<file path="config.mk">
export PLATFORM = sky130hd
export DESIGN_NAME = trace_replayer
export DESIGN_NICKNAME = d
export VERILOG_FILES = /design/src/rtl/trace_replayer_pkg.sv /design/src/rtl/trace_replayer_fifo.sv /design/src/rtl/trace_replayer.sv
export SDC_FILE = /design/constraint.sdc
export NUM_CORES = 1
export LEC_CHECK = 0
export CAP_MARGIN = 20
export CORE_ASPECT_RATIO = 1.4
export CORE_MARGIN = 4
export CORE_UTILIZATION = 60
export CTS_BUF_LIST = sky130_fd_sc_hd__clkbuf_16
export DETAILED_ROUTE_END_ITERATION = 12
export HOLD_SLACK_MARGIN = 0.02
export PLACE_DENSITY_LB_ADDON = 0.25
export SLEW_MARGIN = 10
export SYNTH_ARGS = -nofsm -noshare
export SYNTH_HDL_FRONTEND = slang
export SYNTH_SLANG_ARGS = --single-unit
</file>
<file path="constraint.sdc">
create_clock -name clk_i -period 5.83 [get_ports clk_i]
set_input_delay 1.749 -clock clk_i [delete_from_list [all_inputs] [get_ports clk_i]]
set_output_delay 1.749 -clock clk_i [all_outputs]
set_load 0.1 [all_outputs]
</file>
<file path="src/rtl/trace_replayer_pkg.sv">
// Shared definitions for the trace replayer: FSM state encoding and access-kind constants.
package trace_replayer_pkg;

  typedef enum logic [1:0] {
    IDLE = 2'd0,
    PLAY = 2'd1,
    DONE = 2'd2
  } state_e;

  localparam logic KIND_INSTR = 1'b0;
  localparam logic KIND_DATA  = 1'b1;

endpackage

</file>
<file path="src/rtl/trace_replayer_fifo.sv">
// Trace storage: circular buffer of (address, kind) entries with wrapping pointers
// and an occupancy count that tells full (DEPTH) apart from empty (0).
module trace_fifo
  import trace_replayer_pkg::*;
#(
  parameter int DEPTH  = 16,
  parameter int ADDR_W = 32,
  localparam int PTR_W = $clog2(DEPTH),
  localparam int CNT_W = PTR_W + 1
) (
  input  logic              clk_i,
  input  logic              rst_i,
  input  logic              push_i,
  input  logic [ADDR_W-1:0] push_addr_i,
  input  logic              push_kind_i,
  input  logic              pop_i,
  output logic [ADDR_W-1:0] head_addr_o,
  output logic              head_kind_o,
  output logic [CNT_W-1:0]  count_o
);

  logic [ADDR_W-1:0] addr_mem_q [DEPTH];
  logic [DEPTH-1:0]  kind_mem_q;

  logic [PTR_W-1:0] wr_ptr_q, wr_ptr_d;
  logic [PTR_W-1:0] rd_ptr_q, rd_ptr_d;
  logic [CNT_W-1:0] count_q, count_d;

  // Storage is never reset; only the pointers and count define which entries are live.
  always_ff @(posedge clk_i) begin
    if (push_i) begin
      addr_mem_q[wr_ptr_q] <= push_addr_i;
      kind_mem_q[wr_ptr_q] <= push_kind_i;
    end
  end

  always_comb begin
    wr_ptr_d = wr_ptr_q;
    rd_ptr_d = rd_ptr_q;
    count_d  = count_q;
    if (push_i) begin
      wr_ptr_d = wr_ptr_q + PTR_W'(1);
    end
    if (pop_i) begin
      rd_ptr_d = rd_ptr_q + PTR_W'(1);
    end
    case ({push_i, pop_i})
      2'b10:   count_d = count_q + CNT_W'(1);
      2'b01:   count_d = count_q - CNT_W'(1);
      default: count_d = count_q;
    endcase
  end

  always_ff @(posedge clk_i or negedge rst_i) begin
    if (!rst_i) begin
      wr_ptr_q <= '0;
      rd_ptr_q <= '0;
      count_q  <= '0;
    end else begin
      wr_ptr_q <= wr_ptr_d;
      rd_ptr_q <= rd_ptr_d;
      count_q  <= count_d;
    end
  end

  assign head_addr_o = addr_mem_q[rd_ptr_q];
  assign head_kind_o = kind_mem_q[rd_ptr_q];
  assign count_o     = count_q;

endmodule

</file>
<file path="src/rtl/trace_replayer.sv">
// Trace replayer top: records (address, kind) accesses while idle, then replays them
// in FIFO order as a valid/ready request stream and signals completion.
module trace_replayer
  import trace_replayer_pkg::*;
#(
  parameter int DEPTH  = 16,
  parameter int ADDR_W = 32
) (
  input  logic                     clk_i,
  input  logic                     rst_i,
  input  logic                     load_valid_i,
  input  logic [ADDR_W-1:0]        load_addr_i,
  input  logic                     load_kind_i,
  output logic                     load_ready_o,
  input  logic                     start_i,
  output logic                     req_valid_o,
  output logic [ADDR_W-1:0]        req_addr_o,
  output logic                     req_kind_o,
  input  logic                     req_ready_i,
  output logic                     done_o,
  output logic [$clog2(DEPTH):0]   count_o
);

  localparam int CNT_W = $clog2(DEPTH) + 1;

  state_e state_q, state_d;
  logic   req_valid_q, req_valid_d;
  logic   done_q, done_d;

  logic              push;
  logic              pop;
  logic [ADDR_W-1:0] head_addr;
  logic              head_kind;

  assign load_ready_o = (state_q == IDLE) && (count_o < CNT_W'(DEPTH));
  assign push         = load_valid_i && load_ready_o;
  assign pop          = req_valid_q && req_ready_i;

  trace_fifo #(
    .DEPTH  (DEPTH),
    .ADDR_W (ADDR_W)
  ) u_fifo (
    .clk_i       (clk_i),
    .rst_i       (rst_i),
    .push_i      (push),
    .push_addr_i (load_addr_i),
    .push_kind_i (load_kind_i),
    .pop_i       (pop),
    .head_addr_o (head_addr),
    .head_kind_o (head_kind),
    .count_o     (count_o)
  );

  // A load accepted in the start cycle counts toward the IDLE->PLAY decision.
  always_comb begin
    state_d = state_q;
    case (state_q)
      IDLE: begin
        if (start_i) begin
          state_d = ((count_o != '0) || push) ? PLAY : DONE;
        end
      end
      PLAY: begin
        if ((count_o == '0) || (pop && (count_o == CNT_W'(1)))) begin
          state_d = DONE;
        end
      end
      DONE: begin
        if (!start_i) begin
          state_d = IDLE;
        end
      end
      default: state_d = IDLE;
    endcase
    req_valid_d = (state_d == PLAY);
    done_d      = (state_d == DONE);
  end

  always_ff @(posedge clk_i or negedge rst_i) begin
    if (!rst_i) begin
      state_q     <= IDLE;
      req_valid_q <= 1'b0;
      done_q      <= 1'b0;
    end else begin
      state_q     <= state_d;
      req_valid_q <= req_valid_d;
      done_q      <= done_d;
    end
  end

  // PLAY is only ever occupied with a non-empty buffer, so valid tracks the state.
  assign req_valid_o = req_valid_q;
  assign req_addr_o  = req_valid_q ? head_addr : '0;
  assign req_kind_o  = req_valid_q ? head_kind : KIND_INSTR;
  assign done_o      = done_q;

endmodule

</file>
==> reports/results.ini <==
[worst_setup_path]
cp_top_family = flip-flops
path_class = register to output port
path_depth = 6
cp_max_fo = 19
cp.arrival_ns = 3.35
critPathRequiredTime_ns = 4.08
r2r_slack_ns = 2.87
path_buf_inv = 2
critical-path-max-stage-delay_ns = 1.07
cp-end-kind = output port
reg2reg_depth = 5
worstPathCellList = and2_2, buf_4, a22oi_1, nand2_1, o22ai_1, buf_4
crit_slowest_cell = dfrtp_1
cpMostUsedCell = buf_4
endpoint = req_addr_o[1]
r2r-start = state_q[0]
crit_start = u_fifo.rd_ptr_q[2]
worstReg2RegEnd = u_fifo.addr_mem_q[12][11]
startpoint_type = register

[placed_design]
portBuffers = 78
placed_area_sq_mm = 0.0227
dpl.cell_count = 1680
place.gp.congestion = 0.757
hpwl_microns = 25600
pre_cts_ws_ns = 1.31

[yosys]
synthArstFlopShare = 0.0312
syn-instance-count = 1171
syn_avg_cell_area_sq_um = 18.4
syn-cell-area_sq_mm = 0.0215
ys_ff_latch = 545
synth_top_family_by_area = multiplexers
synth-compound-area-share = 0.0582
synth_flop_cell = edfxtp_1
yosys_warnings = 0
synthXorXnorAreaFrac = 0.00448
syn_nets = 1219
synth_cell_types = 41
synth_mux_area_frac = 0.125
ys_seq_area_frac = 0.757
synthAdderAreaFrac = 0.00582
synth-edff-count = 528
yosys.area_share.simple = 0.0207

[power]
cellPowerDensity_mw_per_mm2 = 537
cellLeakagePower_nw = 8.57
peakVddDrop_mv = 0.493

[clocking]
cts_resized = 0
numCtsBuffers = 49
cts-root-buf = clkbuf_16
postCtsSetupBuffers = 0
cts.sinks = 545
clk_latency_ns = 0.57
clk_pin_slew_worst_paths_ns = 0.07
cts_tree = yes
clockBufferDepth = 3
h-tree-depth = 2
postCtsHoldBufs = 0

[sta]
setup_ws_ns = 0.726
rsz0062_at_grt = false
timing.fmax_mhz = 196
setup_viol = 0
slew_viol_final = 0
tightest_slew_ns = 1.16
skew_ns = 0.0189
slew_headroom = 0.227
finalHoldViolCount = 0
holdWs_ns = 0.534
post-route-period-util = 0.875
fin_crit_ns = 5.10

[cells_and_area]
final_nets = 1323
antenna_cells = 0
final_area_sq_mm = 0.0243
layout-drive-gt1-share = 0.142
fillers = 2174
fin_cells = 1768
area_growth_pct = 13.1

[die]
core-area_sq_mm = 0.0352
start_util = 0.611
die_area_sq_mm = 0.0390
io_pins = 79
rows = 81
chipHeight_microns = 232
die_width_microns = 168

[routing]
ant_nets = 0
drtPass1Iterations = 5
wl_per_cell_microns = 26.0
drc_errors = 0
vias_per_cell = 6.32
num_vias = 11200
initialDrtViolationCount = 1076
drt-total-wl_microns = 45900

[global_route]
grt_pass1_wl_microns = 68400
grt_pass1_vias = 11200
grt_start_max_net_pins = 73
antenna_found_initial = 1
track_usage = 0.234
grt_overflow = 0

[min_path]
hp-class = register to register
hold_depth = 1

[flow_run]
max_cap_viol_count = 0

[run_status]
status = completed

[layout by cell type (no fill, tap or decap), drive strengths merged, types with 17 or more instances in the layout]
cell | netlist | layout
mux2i | 237 | 237
buf | 45 | 76
clkdlybuf4s50 | 0 | 45
o22ai | 19 | 19
a22oi | 104 | 104
edfxtp | 528 | 528
nand2 | 60 | 60
clkinv | 0 | 22
inv | 12 | 21
dfrtp | 17 | 17
o21ai | 32 | 32
clkbuf | 23 | 49
[area by class of cell]
| class | instances | area (sq um) | area share |
|---|---|---|---|
| flip-flops and latches | 545 | 16300 | 0.670 |
| multi-input cells | 546 | 4710 | 0.194 |
| well taps | 456 | 571 | 0.0235 |
| clock buffers | 49 | 1230 | 0.0504 |
| inverters | 12 | 47.5 | 0.00196 |
| repair buffers | 121 | 1100 | 0.0451 |
| clock inverters | 39 | 378 | 0.0155 |
[power by group]
group	internal, mW	switching (mW)
combinational	1.48	3.63
sequential	4.53	0.207
clock	1.84	1.35
[state kept, by name, indices dropped and copies added (netlist names)]
name,cells
u_fifo.addr_mem_q,512
u_fifo.kind_mem_q,16
u_fifo.count_o,5
u_fifo.rd_ptr_q,4
u_fifo.wr_ptr_q,4
state_q,2
done_o,1
req_valid_o,1
[through the flow]
stage | power, mW | util | setup TNS [ns]
2_1_floorplan | 8.92 | - | -52.59
3_3_place_gp | 9.85 | 0.646 | 0
3_5_place_dp | 9.91 | 0.646 | 0
4_1_cts | 13.1 | 0.691 | 0
5_1_grt | 13.5 | 0.691 | 0
6_report | 13.0 | 0.691 | 0
[synthesized netlist by cell type (4+ instances only)]
cell type	count	area, sq um
nor2_1	9	33.8
edfxtp_1	528	15900
and2_1	7	43.8
clkbuf_1	21	78.8
ha_1	10	125
buf_8	4	60.1
mux4_2	14	315
dfrtp_1	17	425
o22ai_1	19	119
buf_4	5	37.5
inv_1	11	41.3
buf_6	12	135
nand3_1	4	20.0
buf_12	8	160
a221oi_1	14	123
a22oi_1	104	781
xnor2_1	7	61.3
nand2_1	60	225
o21ai_1	28	140
o21ai_0	4	20.0
mux2i_1	237	2370
nor3_1	5	25.0
xor2_1	4	35.0
buf_2	15	75.1
nor4_1	4	25.0
[worst min path at each step]
stage | from | endpoint | slack (ns)
finish | u_fifo.rd_ptr_q[3] | u_fifo.rd_ptr_q[3] | 0.53
global route | u_fifo.rd_ptr_q[3] | u_fifo.rd_ptr_q[3] | 0.57
CTS | u_fifo.rd_ptr_q[3] | u_fifo.rd_ptr_q[3] | 0.53
detailed placement | u_fifo.rd_ptr_q[3] | u_fifo.rd_ptr_q[3] | 0.51
global placement | u_fifo.rd_ptr_q[3] | u_fifo.rd_ptr_q[3] | 0.50
floorplan | u_fifo.rd_ptr_q[3] | u_fifo.rd_ptr_q[3] | 0.46
[kinds of logic after synthesis]
group / after synthesis
AO/OA/AOI/OAI: 176
AND/OR/NAND/NOR: 98
buffers and inverters: 80
XOR/XNOR: 11
multiplexers: 251
adder cells (fa/ha/maj): 10
flip-flops: 545
[per-layer routing]
metal | GRT usage | up-vias | part of all wire
met3 | 0.0422 | 83 | 0.067
met2 | 0.403 | 484 | 0.53
li1 | - | 4898 | -
met5 | 0 | - | 0.00026
met1 | 0.308 | 5709 | 0.38
met4 | 0.0662 | 2 | 0.022
Power figures use the tool's default switching activity.
